[config.mk]
export PLATFORM = sky130hd
export DESIGN_NAME = mux_4x1_8bits
export DESIGN_NICKNAME = d
export VERILOG_FILES = /design/src/rtl/mux_pkg.sv /design/src/rtl/mux_word_fifo.sv /design/src/rtl/mux_4x1_8bits.sv
export SDC_FILE = /design/constraint.sdc
export NUM_CORES = 1
export LEC_CHECK = 0
export CAP_MARGIN = 5
export CORE_MARGIN = 2
export CORE_UTILIZATION = 45
export DETAILED_ROUTE_END_ITERATION = 12
export GPL_TIMING_DRIVEN = 0
export PLACE_DENSITY_LB_ADDON = 0.12
export RECOVER_POWER = 50
export SLEW_MARGIN = 40
export SYNTH_ARGS = -nofsm -noshare
export SYNTH_HDL_FRONTEND = slang
export SYNTH_SLANG_ARGS = --single-unit
export TNS_END_PERCENT = 30
[constraint.sdc]
create_clock -name clk -period 5.4 [get_ports clk]
set_input_delay 1.08 -clock clk [delete_from_list [all_inputs] [get_ports clk]]
set_output_delay 1.08 -clock clk [all_outputs]
set_load 0.02 [all_outputs]
[src/rtl/mux_pkg.sv]
// Shared types and constants for the 4-lane byte serializer.
package mux_pkg;

  localparam int unsigned LANES  = 4;
  localparam int unsigned BYTE_W = 8;
  localparam int unsigned WORD_W = LANES * BYTE_W;
  localparam int unsigned LANE_W = 2;

  typedef logic [LANE_W-1:0] lane_t;

  localparam lane_t LAST_LANE = lane_t'(LANES - 1);

  // One buffered word; element 0 is the lane-0 byte, sent first.
  typedef logic [LANES-1:0][BYTE_W-1:0] word_t;

  typedef enum logic {
    IDLE = 1'b0,
    SEND = 1'b1
  } ser_state_e;

endpackage

[src/rtl/mux_word_fifo.sv]
// Word buffer: DEPTH x 32-bit FIFO with push/pop, occupancy count and flags.
// DEPTH must be a power of two so the pointers wrap naturally.
module mux_word_fifo
  import mux_pkg::*;
#(
  parameter int unsigned DEPTH = 2,
  localparam int unsigned PTR_W = $clog2(DEPTH),
  localparam int unsigned CNT_W = $clog2(DEPTH + 1)
) (
  input  logic             clk,
  input  logic             reset,
  input  logic             push,
  input  word_t            wdata,
  input  logic             pop,
  output word_t            rdata,
  output logic [CNT_W-1:0] count,
  output logic             full,
  output logic             empty
);

  word_t            mem [DEPTH];
  logic [PTR_W-1:0] wr_ptr;
  logic [PTR_W-1:0] rd_ptr;
  logic             do_push;
  logic             do_pop;

  assign full    = (count == CNT_W'(DEPTH));
  assign empty   = (count == '0);
  assign do_push = push & ~full;
  assign do_pop  = pop & ~empty;
  assign rdata   = mem[rd_ptr];

  // Storage array; contents are don't-care until written.
  always_ff @(posedge clk) begin
    if (!reset && do_push) begin
      mem[wr_ptr] <= wdata;
    end
  end

  // Pointers and occupancy; push+pop together leaves count unchanged.
  always_ff @(posedge clk) begin
    if (reset) begin
      wr_ptr <= '0;
      rd_ptr <= '0;
      count  <= '0;
    end else begin
      if (do_push) begin
        wr_ptr <= PTR_W'(wr_ptr + 1'b1);
      end
      if (do_pop) begin
        rd_ptr <= PTR_W'(rd_ptr + 1'b1);
      end
      if (do_push && !do_pop) begin
        count <= CNT_W'(count + 1'b1);
      end else if (do_pop && !do_push) begin
        count <= CNT_W'(count - 1'b1);
      end
    end
  end

endmodule

[src/rtl/mux_4x1_8bits.sv]
// 4-lane word to byte serializer with a DEPTH-entry word buffer.
// Optional: define MUX_OVF_FLAG_EN to add the sticky ovf_err output.
module mux_4x1_8bits
  import mux_pkg::*;
#(
  parameter int unsigned DEPTH = 2
) (
  input  logic              clk,
  input  logic              reset,
  input  logic [BYTE_W-1:0] data_in0,
  input  logic [BYTE_W-1:0] data_in1,
  input  logic [BYTE_W-1:0] data_in2,
  input  logic [BYTE_W-1:0] data_in3,
  input  logic              validIn,
  output logic              readyIn,
  output logic [BYTE_W-1:0] data_out,
  output logic              validOut,
  input  logic              readyOut
`ifdef MUX_OVF_FLAG_EN
  ,
  output logic              ovf_err
`endif
);

  localparam int unsigned CNT_W = $clog2(DEPTH + 1);

  ser_state_e        state_q, state_d;
  lane_t             lane_q, lane_d;
  word_t             word_q, word_d;
  logic [BYTE_W-1:0] dout_d;
  logic              vout_d;

  word_t             fifo_head;
  logic [CNT_W-1:0]  fifo_count;
  logic              fifo_full;
  logic              fifo_empty;
  logic              fifo_push;
  logic              fifo_pop;

  assign readyIn   = (fifo_count < CNT_W'(DEPTH));
  assign fifo_push = validIn & ~fifo_full;

  mux_word_fifo #(
    .DEPTH (DEPTH)
  ) u_fifo (
    .clk   (clk),
    .reset (reset),
    .push  (fifo_push),
    .wdata ({data_in3, data_in2, data_in1, data_in0}),
    .pop   (fifo_pop),
    .rdata (fifo_head),
    .count (fifo_count),
    .full  (fifo_full),
    .empty (fifo_empty)
  );

  // Serializer state register plus registered output byte and lane counter.
  always_ff @(posedge clk) begin
    if (reset) begin
      state_q  <= IDLE;
      lane_q   <= '0;
      word_q   <= '0;
      data_out <= '0;
      validOut <= 1'b0;
    end else begin
      state_q  <= state_d;
      lane_q   <= lane_d;
      word_q   <= word_d;
      data_out <= dout_d;
      validOut <= vout_d;
    end
  end

  // Next-state and next-output decode; loads a fresh word whenever the serializer frees up.
  always_comb begin
    state_d  = state_q;
    lane_d   = lane_q;
    word_d   = word_q;
    dout_d   = data_out;
    vout_d   = validOut;
    fifo_pop = 1'b0;
    unique case (state_q)
      IDLE: begin
        if (!fifo_empty) begin
          fifo_pop = 1'b1;
          word_d   = fifo_head;
          dout_d   = fifo_head[0];
          lane_d   = '0;
          vout_d   = 1'b1;
          state_d  = SEND;
        end
      end
      SEND: begin
        if (readyOut) begin
          if (lane_q == LAST_LANE) begin
            lane_d = '0;
            if (!fifo_empty) begin
              fifo_pop = 1'b1;
              word_d   = fifo_head;
              dout_d   = fifo_head[0];
            end else begin
              vout_d  = 1'b0;
              state_d = IDLE;
            end
          end else begin
            lane_d = lane_t'(lane_q + 1'b1);
            dout_d = word_q[lane_t'(lane_q + 1'b1)];
          end
        end
      end
      default: begin
        state_d = IDLE;
        vout_d  = 1'b0;
      end
    endcase
  end

`ifdef MUX_OVF_FLAG_EN
  // Sticky flag: a word was offered while the buffer could not take it.
  always_ff @(posedge clk) begin
    if (reset) begin
      ovf_err <= 1'b0;
    end else if (validIn && !readyIn) begin
      ovf_err <= 1'b1;
    end
  end
`endif

endmodule

==> metrics.yaml, run 1 <==
cts_resized: 0
synth-compound-area-share_pct: 10.0
h-tree-depth: 4
muxShareOfSynthArea_pct: 11.5
p_leak_uw: 0.00195
initial_core_util_pct: 46.9
path_class: "input port to flop"
postRouteAntennaNets: 0
p_int_uw: 2140
status: "complete, no violations"
synth-simple-area-share_pct: 7.78
cp.arrival_ps: 3420
first_global_vias: 2825
yosysSeqAreaShare_pct: 66.4
cellPowerDensity_nw_per_um2: 558
synth.ff_latch_count: 113
wl_per_cell_um: 16.4
first_iter_violations: 121
io-pin-count: 46
cts_tree: "done"
worstPathRequired_ps: 5820
grt_max_degree: 17
period_minus_slack_ps: 3000
fin_hold_ws_ps: 472
die_w_um: 103
synth_top_family_by_area: "multiplexers"
core-area_sq_um: 9330
synthFlopType: "edfxtp_1"
synthCells: 311
swShare_pct: 30.8
mostFrequentLayoutCell: "edfxtp_1"
dp.cells: 494
seqPwrFrac_pct: 39.1
finalHoldViolations: 0
antenna_cells: 0
cp-end-kind: "flop"
cts_buffers: 17
fin_cells: 526
antenna_found_initial: 0
synth_xor_area_share_pct: 0.801
finalCritPeriodShare_pct: 55.6
synthToLayoutAreaGrowth_pct: 26.7
nNetsFinal: 422
clk_latency_ps: 500
regArea_sq_um: 2900
clockRootBuffer: "clkbuf_8"
worst_pin_slew_ps: 662
async_flop_share_pct: 0
dr.pass1.iters: 4
vias: 2742
fin_ws_ps: 2400
die_area_sq_um: 10500
rsz0062_at_grt: "false"
power_switching_uw: 951
start_kind: "input port"
setup_viol: 0
clock-sinks: 113
synth_edf_count: 64
p_comb_share_pct: 28.8
grt_usage_pct: 18.2
r2r_slack_ps: 3100
synth_nets: 349
fin_skew_ps: 7.81
grt_pass1_wl_mm: 14.0
vias_per_cell: 5.21
final_area_sq_um: 5540
synth_area_per_cell_sq_um: 14.1
port_buffers: 44
fill_cells: 774
yosys_warnings: 0
multi_input_area_sq_um: 1340
maxCapViolations: 0
slew_headroom_pct: 55.9
gp_congestion: 0.792
place_ws_ps: 2150
fmaxAchievable_mhz: 333
grt-ovfl-total: 0
yosysUniqueCellTypes: 37
clk_pin_slew_ps: 50
place_area_sq_um: 5040
synth_area_sq_um: 4370
synthAdderAreaFrac_pct: 0.572
pwr-share-clk_pct: 32.1
drc: 0
routed_wl_mm: 8.62
post-cts-setup-buffer-count: 0
dpl.hpwl_mm: 6.08
hold_path_class: "flop to flop"
die_h_um: 103
critPathMaxFanout: 6
num_rows: 35
slew_viol_final: 0
cts_buffer_depth: 2
layout-drive-gt1-share_pct: 16.4
mostFrequentLayoutCells: "edfxtp_1, nor2_1, dfxtp_1"
cts_hold_buf: 0
ir_drop_mv: 0.254
## kinds of logic (layout without fill, tap and decap cells)
kind of cell,count (synthesis),after routing
flip-flops,113,113
buffers and inverters,23,109
XOR/XNOR,4,4
AO/OA/AOI/OAI,51,51
AND/OR/NAND/NOR,78,78
multiplexers,40,40
adder cells (fa/ha/maj),2,2
## power by group through the flow
stage | Combinational, uW | Clock, uW | Sequential (uW)
global route | 988 | 1050 | 1230
global placement | 883 | 0 | 1220
CTS | 923 | 1000 | 1210
detailed placement | 915 | 0 | 1220
floorplan | 632 | 0 | 1220
finish | 890 | 993 | 1210
## layer usage
metal	vias up	track usage (%)	part of all wire, %
met5	-	0	0
met4	0	7.18	1.8
met3	13	5.56	3.5
met1	1351	22.4	45
met2	57	30.3	50
li1	1321	-	-
## cell usage after synthesis, types with 2 or more instances
cell       number  share of area [%]
buf_2           8               0.92
inv_1           3               0.26
xor2_1          3               0.60
buf_6           3               0.77
nor4_1          4               0.57
o21ai_0         4               0.46
nor2b_1         2               0.29
a211oi_2       10                2.9
clkbuf_1        6               0.51
buf_4           3               0.51
mux2i_1        31                7.1
a22oi_1         3               0.51
nand2b_1        4               0.57
edfxtp_1       64                 44
mux4_2          8                4.1
nand2_1         3               0.26
dfxtp_1        49                 22
ha_1            2               0.57
a211oi_1       20                3.4
nor2_1         57                4.9
a2111oi_2       3                1.0
a21oi_1         6               0.69
## path summary, 6_finish.rpt
check	startpoint	to	cells after the start
hold reg to reg	word_q[7]	word_q[7]	2
hold / removal	word_q[7]	word_q[7]	2
setup reg to reg	lane_q[1]	u_fifo.count[1]	8
setup / recovery	readyOut	u_fifo.count[1]	8
## state kept, by name, summed over array words and instances, names as in the netlist, named ones only
name / cells
lane_q: 2
data_out: 8
u_fifo.rd_ptr: 1
validOut: 1
state_q: 1
u_fifo.mem: 64
u_fifo.count: 2
word_q: 32
u_fifo.wr_ptr: 1
## critical path, cell delays in order
cell           delay (ps)
dlygate4sd3_1         660
a21bo_4               190
and2_0                140
clkbuf_1              240
inv_1                 180
ha_1                  370
or3_1                 390
a21oi_1               160
## stage by stage
step           util (%)  TNS (ps)  power (uW)
3_3_place_gp       53.3    -37260        2110
3_5_place_dp       54.0         0        2140
2_1_floorplan         -         0        1850
6_report           59.4         0        3090
5_1_grt            59.4         0        3260
4_1_cts            59.7         0        3130
## area by class of cell
| cell class | instances | share of cell area, % |
|---|---|---|
| buffer | 20 | 1.94 |
| clock inverter | 9 | 1.62 |
| tap | 129 | 2.91 |
| clock buffer | 23 | 7.88 |
| inverter | 3 | 0.203 |
| sequential | 113 | 52.4 |
| timing repair buffer | 54 | 8.94 |
| multi-input combinational | 175 | 24.1 |
Power figures use the tool's default switching activity.
==> run 2: changes to the inputs <==
- clock period: 5.4 -> 2.5 ns (I/O delays scaled with it)
==> metrics.yaml, run 2 (same netlist as run 1, synthesis figures left out) <==
drc: 0  # unchanged
cts_resized: 0  # unchanged
regArea_sq_um: 2900  # unchanged
cp.arrival_ps: 2630  # -790 ps
slew_viol_final: 0  # unchanged
grt_usage_pct: 18.1  # -0.11 points
slowest_delay_ps: 380  # -280 ps
io-pin-count: 46  # unchanged
power_switching_uw: 2070  # +120%
gp_congestion: 0.776  # -2.1%
fill_cells: 764  # -1.3%
mostFrequentLayoutCells: "edfxtp_1, nor2_1, dfxtp_1"
hold-path-cell-count: 2  # unchanged
slowest_stage: "or3_1"
port_buffers: 44  # unchanged
crit_top_cell: "ha_1"
use_met2_pct: 29.3  # -1.0 points
grt-ovfl-total: 0  # unchanged
p_leak_uw: 0.00196  # +0.65%
die_h_um: 103  # unchanged
hold_path_class: "input port to flop"
reg_top3: "u_fifo.mem: 64 flops, word_q: 32 flops, data_out: 8 flops"
initial_core_util_pct: 46.9  # unchanged
p_int_uw: 4790  # +120%
cts_hold_buf: 0  # unchanged
status: "complete, no violations"
worstPathRequired_ps: 2930  # -2890 ps
finalHoldViolations: 0  # unchanged
dpl.hpwl_mm: 5.96  # -1.9%
clock-sinks: 113  # unchanged
maxCapViolations: 0  # unchanged
regToRegStartpoint: "lane_q[0]"
rsz0062_at_grt: "false"
place_area_sq_um: 5060  # +0.35%
vias: 2690  # -1.9%
period_minus_slack_ps: 2210
postRouteAntennaNets: 0  # unchanged
fin_skew_ps: 4.87  # -2.94 ps
wl_per_cell_um: 16.2  # -0.85%
grt_pass1_wl_mm: 13.8  # -1.9%
dr.pass1.iters: 4  # unchanged
cp-end-kind: "flop"
cp_cell_sequence: "ha_1 -> a21bo_4 -> and2_0 -> buf_6 -> inv_1 -> ha_1 -> or3_1 -> a21oi_1"
holdPathEnd: "data_out[4]"
grt_max_degree: 17  # unchanged
cts_buffers: 17  # unchanged
start_kind: "flop"
vias_per_cell: 5.15  # -1.1%
cellPowerDensity_nw_per_um2: 1220  # +120%
clockRootBuffer: "clkbuf_8"
mostFrequentLayoutCell: "edfxtp_1"
antenna_found_initial: 0  # unchanged
layout-drive-gt1-share_pct: 18.1  # +1.7 points
slew_headroom_pct: 45.8  # -10 points
setup_viol: 0  # unchanged
first_iter_violations: 125  # +3.3%
total_power_uw: 6860  # +120%
core-area_sq_um: 9330  # unchanged
nNetsFinal: 418  # -0.95%
first_global_vias: 2701  # -4.4%
multi_input_area_sq_um: 1340  # unchanged
fmaxAchievable_mhz: 453
cp_top_family: "adder cells"
clk_pin_slew_ps: 60  # about the same
die_w_um: 103  # unchanged
synthToLayoutAreaGrowth_pct: 28.1
post-cts-setup-buffer-count: 0  # unchanged
clk_latency_ps: 510  # about the same
grt_use_met3_pct: 5.69  # +0.14 points
final_area_sq_um: 5600  # +1.1%
routed_wl_mm: 8.48  # -1.6%
cts_buffer_depth: 2  # unchanged
swShare_pct: 30.2  # -0.58 points
grtUsageMet1_pct: 22.6  # +0.20 points
busiest_layer: "met2"
r2r_slack_ps: 290  # -2810 ps
largest_reg_flops: 64  # unchanged
place_ws_ps: -171  # -2320 ps
finalCritPeriodShare_pct: 88.3
regMostFlops: "u_fifo.mem"
hold_start: "reset"
h-tree-depth: 4  # unchanged
antenna_cells: 0  # unchanged
p_comb_share_pct: 28.1  # -0.7 points
fin_ws_ps: 293  # -2110 ps
num_rows: 35  # unchanged
reg2reg_depth: 8  # unchanged
setup_tns_ps: 0  # unchanged
path_class: "flop to flop"
worst_pin_slew_ps: 811  # +149 ps
reg2reg_to: "u_fifo.count[1]"
seqPwrFrac_pct: 38.1  # -1.0 points
die_area_sq_um: 10500  # unchanged
ir_drop_mv: 0.544  # +110%
critPathMaxFanout: 6  # unchanged
cp_num_buf_inv: 2  # -1
cts_tree: "done"
pwr-share-clk_pct: 33.8  # +1.7 points
## run 2: power by group through the flow
| stage | Sequential, uW | Clock (uW) | Combinational, uW |
|---|---|---|---|
| floorplan | 2640 | 0 | 1370 |
| global placement | 2640 | 0 | 1920 |
| detailed placement | 2650 | 0 | 1970 |
| CTS | 2610 | 2360 | 1980 |
| global route | 2650 | 2450 | 2120 |
| finish | 2610 | 2320 | 1930 |
## run 2: layout make-up
| cell class | count | share of cell area [%] |
|---|---|---|
| flip-flops and latches | 113 | 51.8 |
| clock inverters | 11 | 2.46 |
| inverters | 3 | 0.201 |
| multi-input cells | 175 | 23.9 |
| repair buffers | 50 | 8.80 |
| clock buffers | 21 | 7.84 |
| plain buffers | 20 | 2.12 |
| well taps | 129 | 2.88 |
## run 2: through the flow
| step | instances | utilization, % | hold slack (ps) |
|---|---|---|---|
| floorplan | 311 | - | 433 |
| global placement | 484 | 53.5 | 453 |
| detailed placement | 490 | 54.2 | 454 |
| finish | 522 | 60.1 | 390 |
| CTS | 522 | 60.4 | 376 |
| global route | 522 | 60.1 | 421 |
## run 2: metal layers
metal | part of all wire [%] | wire [um] | up-vias
met1 | 44 | 3720 | 1298
met3 | 4.6 | 394 | 12
met2 | 50 | 4240 | 71
met4 | 1.4 | 121 | 0
met5 | 0 | 0 | -
li1 | - | - | 1309
## run 2: how the worst max path moves through the flow
stage	start	to	cells after the start
6_report	lane_q[0]	u_fifo.count[1]	8
5_1_grt	lane_q[0]	u_fifo.count[1]	8
4_1_cts	lane_q[0]	u_fifo.count[1]	8
3_5_place_dp	readyOut	u_fifo.count[1]	8
3_3_place_gp	validIn	u_fifo.mem[0][16]	3
2_1_floorplan	reset	u_fifo.mem[0][0]	3
==> run 3: changes to the inputs <==
- GPL_ROUTABILITY_DRIVEN: unset -> 0
==> results of run 3 <==
The final DEF is identical to that of run 2; final timing and power are the same.
